## config.mk

```make
export PLATFORM = sky130hd
export DESIGN_NAME = id_ex_pipe_reg
export DESIGN_NICKNAME = d
export VERILOG_FILES = /design/src/rtl/id_ex_pkg.sv /design/src/rtl/id_ex_pipe_reg_pipe_slot.sv /design/src/rtl/id_ex_pipe_reg.sv
export SDC_FILE = /design/constraint.sdc
export NUM_CORES = 1
export LEC_CHECK = 0
export ABC_AREA = 1
export CORE_ASPECT_RATIO = 1.2
export CORE_UTILIZATION = 52
export CTS_CLUSTER_SIZE = 20
export DETAILED_ROUTE_END_ITERATION = 10
export PLACE_DENSITY_LB_ADDON = 0.05
export SYNTH_ARGS = -nofsm -noshare
export SYNTH_HDL_FRONTEND = slang
export SYNTH_SLANG_ARGS = --single-unit
export TNS_END_PERCENT = 5
```

## constraint.sdc

```tcl
create_clock -name CLK -period 2 [get_ports CLK]
set_clock_uncertainty 0.2 [all_clocks]
set_input_delay 0.4 -clock CLK [delete_from_list [all_inputs] [get_ports CLK]]
set_output_delay 0.4 -clock CLK [all_outputs]
set_load 0.01 [all_outputs]
```

## src/rtl/id_ex_pkg.sv

```systemverilog
// Shared widths, control-bundle layout and helpers for the ID->EX pipeline register.
package id_ex_pkg;

    localparam int unsigned PC_W_DEF    = 32;
    localparam int unsigned VAL_W_DEF   = 32;
    localparam int unsigned CMD_W_DEF   = 4;
    localparam int unsigned SHIFT_W_DEF = 12;
    localparam int unsigned IMM_W_DEF   = 24;
    localparam int unsigned DEST_W_DEF  = 4;

    // Single-bit control flags in bundle order: WB_EN, MEM_R_EN, MEM_W_EN, B, S, imm
    localparam int unsigned FLAG_W = 6;

    typedef struct packed {
        logic                 wb_en;
        logic                 mem_r_en;
        logic                 mem_w_en;
        logic                 b;
        logic                 s;
        logic                 imm;
        logic [CMD_W_DEF-1:0] exe_cmd;
    } ctrl_t;

    localparam ctrl_t CTRL_NOP = '0;

    // Side-effecting flags are forced low on a bubble; imm is operand selection, not an action.
    function automatic logic [FLAG_W-1:0] gate_flags(input logic valid, input logic [FLAG_W-1:0] flags);
        return valid ? flags : {5'b0_0000, flags[0]};
    endfunction

endpackage

```

## src/rtl/id_ex_pipe_reg_pipe_slot.sv

```systemverilog
// One pipeline slot: a valid bit plus a bundle register with load and clear.
module pipe_slot #(
    parameter int unsigned W = 8
) (
    input  logic         clk_i,
    input  logic         rst_ni,
    input  logic         clear_i,
    input  logic         load_i,
    input  logic         valid_i,
    input  logic [W-1:0] data_i,
    output logic         valid_o,
    output logic [W-1:0] data_o
);

    logic         valid_q;
    logic [W-1:0] data_q;

    // Clear drops the valid bit and blocks the load so a flushed bundle never lands.
    always_ff @(posedge clk_i) begin
        if (!rst_ni) begin
            valid_q <= 1'b0;
            data_q  <= '0;
        end else begin
            valid_q <= valid_i & ~clear_i;
            if (load_i && !clear_i) begin
                data_q <= data_i;
            end
        end
    end

    assign valid_o = valid_q;
    assign data_o  = data_q;

endmodule

```

## src/rtl/id_ex_pipe_reg.sv

```systemverilog
// ID->EX pipeline register with valid/ready handshake, flush, and optional skid slot
// so EX hazard stalls never reach decode combinationally.
module id_ex_pipe_reg
    import id_ex_pkg::*;
#(
    parameter int unsigned PC_W    = PC_W_DEF,
    parameter int unsigned VAL_W   = VAL_W_DEF,
    parameter int unsigned CMD_W   = CMD_W_DEF,
    parameter int unsigned SHIFT_W = SHIFT_W_DEF,
    parameter int unsigned IMM_W   = IMM_W_DEF,
    parameter int unsigned DEST_W  = DEST_W_DEF,
    parameter int unsigned SKID    = 1
) (
    input  logic               CLK,
    input  logic               RST,
    input  logic               flush,
    input  logic               in_valid,
    output logic               in_ready,
    input  logic               WB_EN_In,
    input  logic               MEM_R_EN_In,
    input  logic               MEM_W_EN_In,
    input  logic               B_In,
    input  logic               S_In,
    input  logic               imm_In,
    input  logic [CMD_W-1:0]   EXE_CMD_In,
    input  logic [PC_W-1:0]    PC_In,
    input  logic [VAL_W-1:0]   Val_Rn_In,
    input  logic [VAL_W-1:0]   Val_Rm_In,
    input  logic [SHIFT_W-1:0] Shift_operand_In,
    input  logic [IMM_W-1:0]   Signed_imm_24_In,
    input  logic [DEST_W-1:0]  Dest_In,
    output logic               out_valid,
    input  logic               out_ready,
    output logic               WB_EN_Out,
    output logic               MEM_R_EN_Out,
    output logic               MEM_W_EN_Out,
    output logic               B_Out,
    output logic               S_Out,
    output logic               imm_Out,
    output logic [CMD_W-1:0]   EXE_CMD_Out,
    output logic [PC_W-1:0]    PC_Out,
    output logic [VAL_W-1:0]   Val_Rn_Out,
    output logic [VAL_W-1:0]   Val_Rm_Out,
    output logic [SHIFT_W-1:0] Shift_operand_Out,
    output logic [IMM_W-1:0]   Signed_imm_24_Out,
    output logic [DEST_W-1:0]  Dest_Out
);

    localparam int unsigned DATA_W = CMD_W + PC_W + 2 * VAL_W + SHIFT_W + IMM_W + DEST_W;
    localparam int unsigned W      = FLAG_W + DATA_W;

    logic [W-1:0] in_bundle;
    logic [W-1:0] main_d;
    logic [W-1:0] main_q;
    logic         main_v_d;
    logic         main_v_q;
    logic         main_load;
    logic         acc;
    logic         drain;

    assign in_bundle = {WB_EN_In, MEM_R_EN_In, MEM_W_EN_In, B_In, S_In, imm_In, EXE_CMD_In,
                        PC_In, Val_Rn_In, Val_Rm_In, Shift_operand_In, Signed_imm_24_In, Dest_In};

    assign acc   = in_valid & in_ready;
    assign drain = main_v_q & out_ready;

    if (SKID != 0) begin : g_skid
        logic         skid_v_d;
        logic         skid_v_q;
        logic         skid_load;
        logic [W-1:0] skid_q;

        // Ready depends only on registered skid occupancy; reset forces it high.
        assign in_ready = ~RST | ~skid_v_q;

        always_comb begin
            main_load = 1'b0;
            main_d    = in_bundle;
            main_v_d  = main_v_q;
            skid_load = 1'b0;
            skid_v_d  = skid_v_q;
            if (skid_v_q) begin
                if (drain) begin
                    main_load = 1'b1;
                    main_d    = skid_q;
                    main_v_d  = 1'b1;
                    skid_v_d  = 1'b0;
                end
            end else if (!main_v_q || drain) begin
                main_load = acc;
                main_v_d  = acc;
            end else if (acc) begin
                skid_load = 1'b1;
                skid_v_d  = 1'b1;
            end
        end

        pipe_slot #(.W(W)) u_skid (
            .clk_i   (CLK),
            .rst_ni  (RST),
            .clear_i (flush),
            .load_i  (skid_load),
            .valid_i (skid_v_d),
            .data_i  (in_bundle),
            .valid_o (skid_v_q),
            .data_o  (skid_q)
        );
    end else begin : g_single
        assign in_ready = ~RST | ~main_v_q | out_ready;

        always_comb begin
            main_load = acc;
            main_d    = in_bundle;
            main_v_d  = acc | (main_v_q & ~out_ready);
        end
    end

    pipe_slot #(.W(W)) u_main (
        .clk_i   (CLK),
        .rst_ni  (RST),
        .clear_i (flush),
        .load_i  (main_load),
        .valid_i (main_v_d),
        .data_i  (main_d),
        .valid_o (main_v_q),
        .data_o  (main_q)
    );

    assign out_valid = main_v_q;
    assign {WB_EN_Out, MEM_R_EN_Out, MEM_W_EN_Out, B_Out, S_Out, imm_Out} =
        gate_flags(main_v_q, main_q[W-1 -: FLAG_W]);
    assign {EXE_CMD_Out, PC_Out, Val_Rn_Out, Val_Rm_Out, Shift_operand_Out, Signed_imm_24_Out,
            Dest_Out} = main_q[DATA_W-1:0];

endmodule

```

* Word level (Yosys, flattened, before mapping)
Index checks and enable logic that the tools add are counted.
** Word-level totals
- Register bits :: 294
- Input port bits :: 151
- Output and inout port bits :: 148
** Cells by class
- Multiplexer cells :: 14
- Bitwise operators :: 8
- Reduce and logical (&&, ||, !) cells :: 5
** Operators by type and width (number)
- $mux 146 :: 2
- $mux 1 :: 11
- $mux 6 :: 1
- $and 1x1->1 :: 4
- $not 1->1 :: 3
- $logic_and 1x1->1 :: 2
- $logic_not 1->1 :: 2
- $logic_or 1x1->1 :: 1
- $or 1x1->1 :: 1

* Longest topological paths before layout
Gate-level depths: netlist (run 1).
- Depth after elaboration :: 7
- Mapped depth :: 9

* Modules after synthesis
Synthesis (run 1) repeated with hierarchy kept, for this count alone.
** Second synthesis, totals
- Cells, all modules :: 2425
- Area, all modules :: 15158.3 um^2
** By module, submodules not included
- pipe_slot :: times used 2, cells each 946, area each 6322.3 um^2, sequential area each 2942.8 um^2
- id_ex_pipe_reg :: times used 1, cells each 533, area each 2513.7 um^2, sequential area each 0.0 um^2

* Least setup slack after synthesis (run 1)
OpenSTA, ideal clock, no wires.
- Kind :: in2out
- Start :: input RST
- End :: output in_ready
- Arrival time :: 1.182 ns
- Required time :: 1.400 ns
- Slack :: 0.218 ns
- Cell stages on the path :: 4
- Cells stage by stage :: buf_2 clkbuf_1 clkbuf_1 nand2_1
** On the way
- Longest elaborated chain between the ends :: 2
** Ends and longest elaborated chain
- start: declaration :: RTL line id_ex_pipe_reg.sv:15 : input logic RST,
- $not 1->1 :: RTL line id_ex_pipe_reg.sv:74 : assign in_ready = ~RST | ~skid_v_q;
- $or 1x1->1 :: RTL line id_ex_pipe_reg.sv:74
- end: declaration :: RTL line id_ex_pipe_reg.sv:18 : output logic in_ready,
Every way passes these cells.

* Final worst setup path (run 1)
- Start :: register u_main.valid_q, in the netlist u_main.valid_o
- End :: output out_valid
** RTL lines
- start: declaration :: RTL line id_ex_pipe_reg_pipe_slot.sv:15 : logic valid_q;
- start signal: assignment :: RTL line id_ex_pipe_reg_pipe_slot.sv:24 : valid_q <= valid_i & ~clear_i;
- end: declaration :: RTL line id_ex_pipe_reg.sv:32 : output logic out_valid,
No word-level cell between the ends.

==> results.json, run 1 <==
{
  "clock_latency_ns": 0.54,
  "synth_seq_cells": 294,
  "start_kind": "register",
  "initialDrtViolationCount": 775,
  "nets": 2631,
  "slew_headroom_pct": 71.0,
  "fmax_ghz": 0.527,
  "drv_cap": 0,
  "antenna_found_initial": 8,
  "htreeDepth": 1,
  "area_growth_pct": 23.7,
  "initial_utilization_pct": 53.0,
  "grt_pass1_vias": 12300,
  "hpwl_um": 24300,
  "slowest_stage": "dfxtp_1",
  "die_w_um": 156,
  "grt_pass1_wl_um": 59700,
  "final_common_cell": "nor2_1",
  "required_ns": 1.40,
  "syn_nets": 2514,
  "synth_cell_type_count": 18,
  "routed_wl_um": 36500,
  "crit_family": "buffers and inverters",
  "die_area_um2": 29200,
  "grt_usage_pct": 24.9,
  "crit_chain": "buf_6 -> dlygate4sd2_1",
  "fin_area_um2": 18400,
  "powerDensity_nw_per_um2": 767,
  "worstPathArrival_ns": 1.30,
  "cts_sinks": 294,
  "grt_start_max_net_pins": 97,
  "ios": 299,
  "worst_setup_path_end_kind": "primary output",
  "p_leak_nw": 8.69,
  "clkTransAtPathRegs_ns": 0.06,
  "rsz0062_at_grt": "no",
  "vias": 13400,
  "cts_tree": "yes",
  "place.gp.congestion": 0.813,
  "crit_buf_inv": 2,
  "gr-total-overflow": 0,
  "status": "finished, final reports clean",
  "period_share_pct": 94.9,
  "final_cell_mix": "733 x nor2_1, 444 x nand2_1, 300 x inv_1",
  "fin_crit_ns": 1.90,
  "postCtsHoldBufs": 0,
  "numCtsBuffers": 30,
  "drtAntennaViolNets": 0,
  "p_total_mw": 14.1,
  "synth_area_um2": 14800,
  "critPathKind": "register to primary output",
  "utilization_pct": 65.6,
  "synth_cells": 2363,
  "firstDrtPassIters": 5,
  "drc_errors": 0,
  "wl_per_cell_um": 12.6,
  "place_area_um2": 17500,
  "fin_tns_setup_ns": 0,
  "clockBufferDepth": 3,
  "syn_avg_cell_area_um2": 6.28,
  "maxSlewViolCount": 0,
  "critical_path.max_fanout": 8,
  "max_stage_delay_ns": 0.32,
  "ir_drop_mv": 0.501,
  "cts-root-buf": "clkbuf_16",
  "hp-class": "input port to register",
  "portBuffers": 298,
  "core_um2": 28000,
  "fp.dieH_um": 187,
  "setup_viol": 0,
  "hold_slack_ns": 0.188,
  "drive_above_1_share_pct": 5.59,
  "tightest_slew_ns": 0.435,
  "yosysWarningCount": 0,
  "rows": 67,
  "via_per_inst": 4.65,
  "finalHoldViolations": 0,
  "ys_seq_area_share_pct": 39.6
}
-- synth_stat cells, drive strengths merged --
| cell | instances | area (um2) |
|---|---|---|
| nor2 | 736 | 2780 |
| nand2 | 445 | 1670 |
| inv | 303 | 1140 |
| dfxtp | 294 | 5890 |
| buf | 232 | 1670 |
| nand3 | 148 | 746 |
| o21ai | 147 | 736 |
| clkbuf | 54 | 203 |
| nor3 | 2 | 10.0 |
| a21oi | 1 | 8.76 |
| or2 | 1 | 6.26 |
-- layer usage --
metal  global-route usage, %  up-vias  part of all wire, %  wire length (um)
met2                    42.5      345                   47             17200
met5                       0        -                0.047                17
li1                        -     7094                    -                 -
met1                    31.7     5951                   44             16200
met3                    3.78       57                  6.0              2180
met4                    8.71        2                  2.7               969
-- final timing paths --
kind	end	cells after the start	slack, ns	from
max	out_valid	2	0.10	u_main.valid_o
min	u_main.data_o[116]	4	0.19	RST
max reg2reg	g_skid.u_skid.data_o[92]	9	0.19	u_main.valid_o
min reg2reg	g_skid.u_skid.data_o[7]	2	0.28	g_skid.u_skid.data_o[7]
-- what timing repair did --
action / in CTS / in global routing
gates resized for setup: 159 / 5
setup endpoints to repair: 148 / 5
buffers inserted: 2 / 0
endpoints found under the hold margin: 0 / 0
-- sequential cells by signal, summed over array words and instances, names as in the netlist --
register and flops:
g_skid.u_skid.data_o 146, u_main.data_o 146, g_skid.u_skid.valid_o 1, u_main.valid_o 1
-- report_power, final --
| part | leakage, nW | switching [mW] | internal [mW] | total, mW |
|---|---|---|---|---|
| combinational | 5.76 | 0.984 | 0.899 | 1.88 |
| sequential | 2.40 | 0.140 | 6.12 | 6.26 |
| clock | 0.528 | 2.31 | 3.64 | 5.95 |
-- stage by stage --
step / setup slack [ns] / std cells
6_report: 0.103 / 2890
4_1_cts: 0.00425 / 2883
3_3_place_gp: -0.187 / 2825
2_1_floorplan: 0.218 / 2363
5_1_grt: 0.0587 / 2890
3_5_place_dp: -0.263 / 2825
-- area by class of cell --
class	count	area [um2]
clock inverters	10	150
inverters	303	1140
clock buffers	46	912
fillers	2676	9630
diodes	7	17.5
well taps	379	474
multi-input cells	1480	5990
flip-flops and latches	294	5890
repair buffers	371	3800
-- logic make-up (layout without fill, tap and decap cells) --
logic type             count (synthesis)  in the layout  synth area share, %
AND/OR/NAND/NOR                     1332           1332                 35.1
buffers and inverters                589            730                 20.3
flip-flops                           294            294                 39.6
AO/OA/AOI/OAI                        148            148                 5.01
other                                  0              7                    0
-- tightest hold or removal path, delay by kind of cell --
kind                   cells  cell delay, ns
AND/OR/NAND/NOR            2            0.14
buffers and inverters      2            0.34
Power figures use the tool's default switching activity.
==> inputs of run 2 (changes only) <==
Settings changed: CORE_UTILIZATION 52 to 57, DONT_BUFFER_PORTS set to 1.
==> run 2 against run 1 <==
Against the previous run: the flow now finishes with violations (hold timing); sequential share of layout area increased by 4.7 points; worst setup slack got worse by 0.043 ns; total power fell by 5.5%; critical path depth up 1; combinational power is 36% lower; clock power is 4.0% lower; first-iteration DRC count shrank 11%; non-clock buffer count decreased by 225; sequential power is 2% higher.
==> results.json, run 2 (same netlist as run 1, synthesis figures left out) <==
{
  "cts_sinks": 294,
  "setup_ws_ns": 0.0596,
  "fin_cells": 2607,
  "rows": 64,
  "area_growth_pct": 8.03,
  "slew_headroom_pct": 56.7,
  "vias": 12500,
  "powerDensity_nw_per_um2": 830,
  "pre_cts_ws_ns": 0.125,
  "initialDrtViolationCount": 688,
  "post_cts_buffers": 0,
  "start_kind": "register",
  "regArea_um2": 5890,
  "violations": "hold timing",
  "ir_drop_mv": 0.877,
  "p_comb_share_pct": 9.0,
  "grt_usage_pct": 25.3,
  "fill_cells": 2471,
  "p_clk_share_pct": 42.9,
  "fin_area_um2": 16000,
  "period_share_pct": 97.0,
  "worstPathArrival_ns": 1.34,
  "clock_latency_ns": 0.54,
  "grt_pass1_vias": 10800,
  "critPathKind": "register to primary output",
  "routed_wl_um": 35300,
  "htreeDepth": 1,
  "p_leak_nw": 7.18,
  "hpwl_um": 20200,
  "grt_pass1_wl_um": 55100,
  "fmax_ghz": 0.515,
  "die_w_um": 149,
  "cellInternalPower_mw": 10.1,
  "antenna_found_initial": 3,
  "p_sw_share_pct": 24.4,
  "grt_start_max_net_pins": 295,
  "drive_above_1_share_pct": 3.78,
  "place.gp.congestion": 0.797,
  "seqPwrFrac_pct": 48.1,
  "setup_viol": 0,
  "status": "finished, violations left",
  "drtAntennaViolNets": 0,
  "final_common_cell": "nor2_1",
  "via_per_inst": 4.78,
  "cts-root-buf": "clkbuf_16",
  "nets": 2407,
  "place_area_um2": 13800,
  "finalHoldViolations": 78,
  "p_total_mw": 13.3,
  "rsz0062_at_grt": "no",
  "hold_slack_ns": -0.220,
  "multiInputGateArea_um2": 5990,
  "ios": 299,
  "utilization_pct": 62.8,
  "portBuffers": 0,
  "clkTransAtPathRegs_ns": 0.06,
  "drv_cap": 0,
  "dp_cells": 2434,
  "wl_per_cell_um": 13.5,
  "clockBufferDepth": 3,
  "gr-total-overflow": 0,
  "required_ns": 1.40,
  "firstDrtPassIters": 5,
  "p_sw_mw": 3.24,
  "numCtsBuffers": 31,
  "core_um2": 25500,
  "tightest_slew_ns": 0.650,
  "maxSlewViolCount": 0,
  "fp.dieH_um": 179,
  "fin_crit_ns": 1.94,
  "initial_utilization_pct": 58.1,
  "final_cell_mix": "733 x nor2_1, 444 x nand2_1, 300 x inv_1",
  "cts_tree": "yes",
  "hp-class": "input port to register",
  "critical_path.max_fanout": 6,
  "drc_errors": 0,
  "die_area_um2": 26700,
  "fin_tns_setup_ns": 0,
  "worst_setup_path_end_kind": "primary output"
}
[run 2: power groups by stage]
stage                     Clock, mW  Sequential, mW  Combinational, mW
after floorplan                   0            6.34               1.30
after global placement            0            6.53              0.949
after detailed placement          0            6.54              0.968
after CTS                      5.84            6.41               1.13
after global routing           6.08            6.44               1.39
final                          5.71            6.41               1.20
[run 2: path summary, 6_finish.rpt]
check | from | to | slack, ns | cells past startpoint
worst min register to register | g_skid.u_skid.data_o[33] | g_skid.u_skid.data_o[33] | 0.28 | 2
worst max-delay path | u_main.valid_o | MEM_W_EN_Out | 0.06 | 3
worst min-delay path | RST | u_main.data_o[117] | -0.22 | 2
worst max register to register | g_skid.u_skid.valid_o | u_main.data_o[80] | 0.13 | 6
[run 2: worst max-delay path, stage by stage, from the launching register on]
cell and delay (ns):
dfxtp_4 0.39, buf_4 0.19, nand2_1 0.07, inv_1 0.14
[run 2: timing repair]
| item | CTS | global route |
|---|---|---|
| cloned | 0 | 1 |
| hold endpoints to repair | 294 | 292 |
| setup endpoints to repair | 5 | 8 |
| hold buffers | 81 | 37 |
| resized for setup | 2 | 4 |
[run 2: final cells by class]
type,count,area share (%)
flip-flops and latches,294,36.7
clock buffers,46,5.81
well taps,330,2.57
diodes,3,0.0468
repair buffers,146,9.92
inverters,303,7.11
clock inverters,5,0.468
multi-input cells,1480,37.4
[run 2: metal layers]
layer | track usage [%] | part of all wire [%]
met1 | 30.6 | 43
met4 | 7.91 | 2.5
met5 | 0 | 0
met3 | 7.86 | 8.6
met2 | 42.5 | 46
==> inputs of run 3 (changes only) <==
Settings changed: ABC_AREA 1 to unset.
Clock period 2 ns to 1.92 ns, I/O delays scaled along.
==> run 3 against run 2 <==
Against the previous run: the run still ends with hold timing left; routed wire length decreased by 13%; non-clock buffer count increased by 43; sequential cell count unchanged; first-iteration DRC count decreased by 16%; final area decreased by 9.5%; total power increased by 2.4%; synthesized cell count decreased by 32%.
==> results.json, run 3 <==
{
  "fin_crit_ns": 1.90,
  "slew_headroom_pct": 59.1,
  "grt_start_max_net_pins": 295,
  "cts_tree": "yes",
  "nets": 1710,
  "cts_sinks": 294,
  "cp-startpoint": "u_main.valid_o",
  "initialDrtViolationCount": 580,
  "synth_top_cell_by_area": "dfxtp_1",
  "ir_drop_mv": 0.855,
  "synth_cell_type_count": 22,
  "violations": "hold timing",
  "firstDrtPassIters": 6,
  "synth_seq_cells": 294,
  "fp.dieH_um": 165,
  "drive_above_1_share_pct": 5.95,
  "post-synth-top-count-cell": "nand2_1",
  "clkTransAtPathRegs_ns": 0.06,
  "hpwl_um": 17100,
  "die_area_um2": 22600,
  "wl_per_cell_um": 16.5,
  "area_growth_pct": 15.5,
  "numCtsBuffers": 30,
  "yosysWarningCount": 0,
  "tightest_slew_ns": 0.614,
  "setup_viol": 0,
  "clockBufferDepth": 3,
  "die_w_um": 138,
  "place.gp.congestion": 0.743,
  "synth.area.top_cells": "dfxtp_1 47%, nand2_1 18%, a21boi_0 8.7%, buf_4 8.5%, a31oi_1 7.3%",
  "cp-endpoint": "WB_EN_Out",
  "rr_startpoint": "g_skid.u_skid.valid_o",
  "top_layer": "met4",
  "synth_cells": 1608,
  "utilization_pct": 67.1,
  "rsz0062_at_grt": "yes",
  "drtAntennaViolNets": 0,
  "p_total_mw": 13.6,
  "worstPathArrival_ns": 1.32,
  "synth_edf_count": 0,
  "vias": 10200,
  "grt_usage_pct": 25.6,
  "status": "finished, violations left",
  "postCtsHoldBufs": 151,
  "rr_endpoint": "u_main.data_o[26]",
  "synthTopCellsByCount": "587 x nand2_1, 294 x dfxtp_1, 146 x a21boi_0, 146 x a31oi_1, 143 x buf_4",
  "powerDensity_nw_per_um2": 940,
  "syn_avg_cell_area_um2": 7.81,
  "hold_slack_ns": -0.208,
  "gr-total-overflow": 0,
  "rows": 59,
  "portBuffers": 0,
  "drv_cap": 0,
  "antenna_found_initial": 2,
  "synthArstFlopShare_pct": 0,
  "initial_utilization_pct": 58.1,
  "ios": 299,
  "p_leak_nw": 5.31,
  "grt_pass1_wl_um": 47000,
  "grt_pass1_vias": 9212,
  "start_kind": "register",
  "worst_r2r_path_depth": 7,
  "final_common_cell": "nand2_1",
  "period_share_pct": 99.1,
  "hp-class": "input port to register",
  "via_per_inst": 5.47,
  "maxSlewViolCount": 0,
  "fmax_ghz": 0.525,
  "syn_nets": 1759,
  "worst_setup_path_end_kind": "primary output",
  "critPathKind": "register to primary output",
  "required_ns": 1.34,
  "synth_area_um2": 12600,
  "synth_ff_type": "dfxtp_1",
  "routed_wl_um": 30700,
  "clock_latency_ns": 0.55,
  "htreeDepth": 1,
  "regToRegSetupSlack_ns": 0.05,
  "final_cell_mix": "587 x nand2_1, 293 x dfxtp_1, 150 x dlygate4sd3_1",
  "ys_seq_area_share_pct": 46.8,
  "cts-root-buf": "clkbuf_16",
  "finalHoldViolations": 66,
  "wl_met1_um": 12800,
  "netlist.area_leader.share_pct": 46.8,
  "dr_wl_met2_um": 14500,
  "core_um2": 21600,
  "critical_path.max_fanout": 10,
  "wl_met3_um": 2590,
  "drc_errors": 0
}
==> run 3: kinds of logic after synthesis <==
kind of cell | after synthesis | share of synthesized area, %
AOI/OAI and AO/OA | 442 | 22.0
buffers and inverters | 271 | 12.9
DFF | 294 | 46.8
and+or+nand+nor | 601 | 18.2
==> run 3: power by group <==
group | internal (mW) | switching (mW)
logic | 0.505 | 0.403
clock network | 3.72 | 2.37
registers | 6.35 | 0.282
total | 10.6 | 3.06
==> run 3: timing repair <==
action,CTS,global route
resized for setup,2,13
pin swaps,0,1
setup buffers,0,3
cloned,0,3
setup endpoints to repair,5,106
hold endpoints to repair,294,292
==> run 3: final cells by class <==
type / instances / area (um2)
clock inverter: 11 / 159
multi-input combinational: 1043 / 5100
timing repair buffer: 189 / 2120
clock buffer: 41 / 883
tap: 274 / 343
antenna: 3 / 7.51
sequential: 294 / 5890
inverter: 1 / 3.75
fill: 1839 / 7120
==> run 3: stage by stage <==
stage	hold WS (ns)	instance area [um2]	worst slack [ns]	setup TNS, ns	cells
after floorplan	0.244	12600	0.122	0	1608
after global placement	0.249	11800	0.120	0	1644
after detailed placement	0.256	11800	0.0782	0	1644
after CTS	-0.235	14400	0.00302	0	1847
after global routing	-0.234	14500	-0.0359	-0.155	1855
final	-0.208	14500	0.0168	0	1856
==> run 3: metal layers <==
layer	global-route usage (%)	up-vias
li1	-	5107
met1	30.9	4699
met2	43.5	293
met3	7.15	51
met4	8.29	0
met5	0	-
==> run 3: critical path, cell delays in order (launching register included) <==
cell and delay (ns):
dfxtp_1 0.38, buf_6 0.18, and2_1 0.22
==> run 3: worst min path at each step <==
stage	from	endpoint	cells after the start
after floorplan	g_skid.u_skid.data_o[0]	g_skid.u_skid.data_o[0]	2
after global placement	g_skid.u_skid.data_o[13]	g_skid.u_skid.data_o[13]	2
after detailed placement	g_skid.u_skid.data_o[36]	g_skid.u_skid.data_o[36]	2
after CTS	RST	u_main.data_o[6]	2
after global routing	RST	u_main.data_o[137]	2
final	RST	u_main.data_o[140]	2
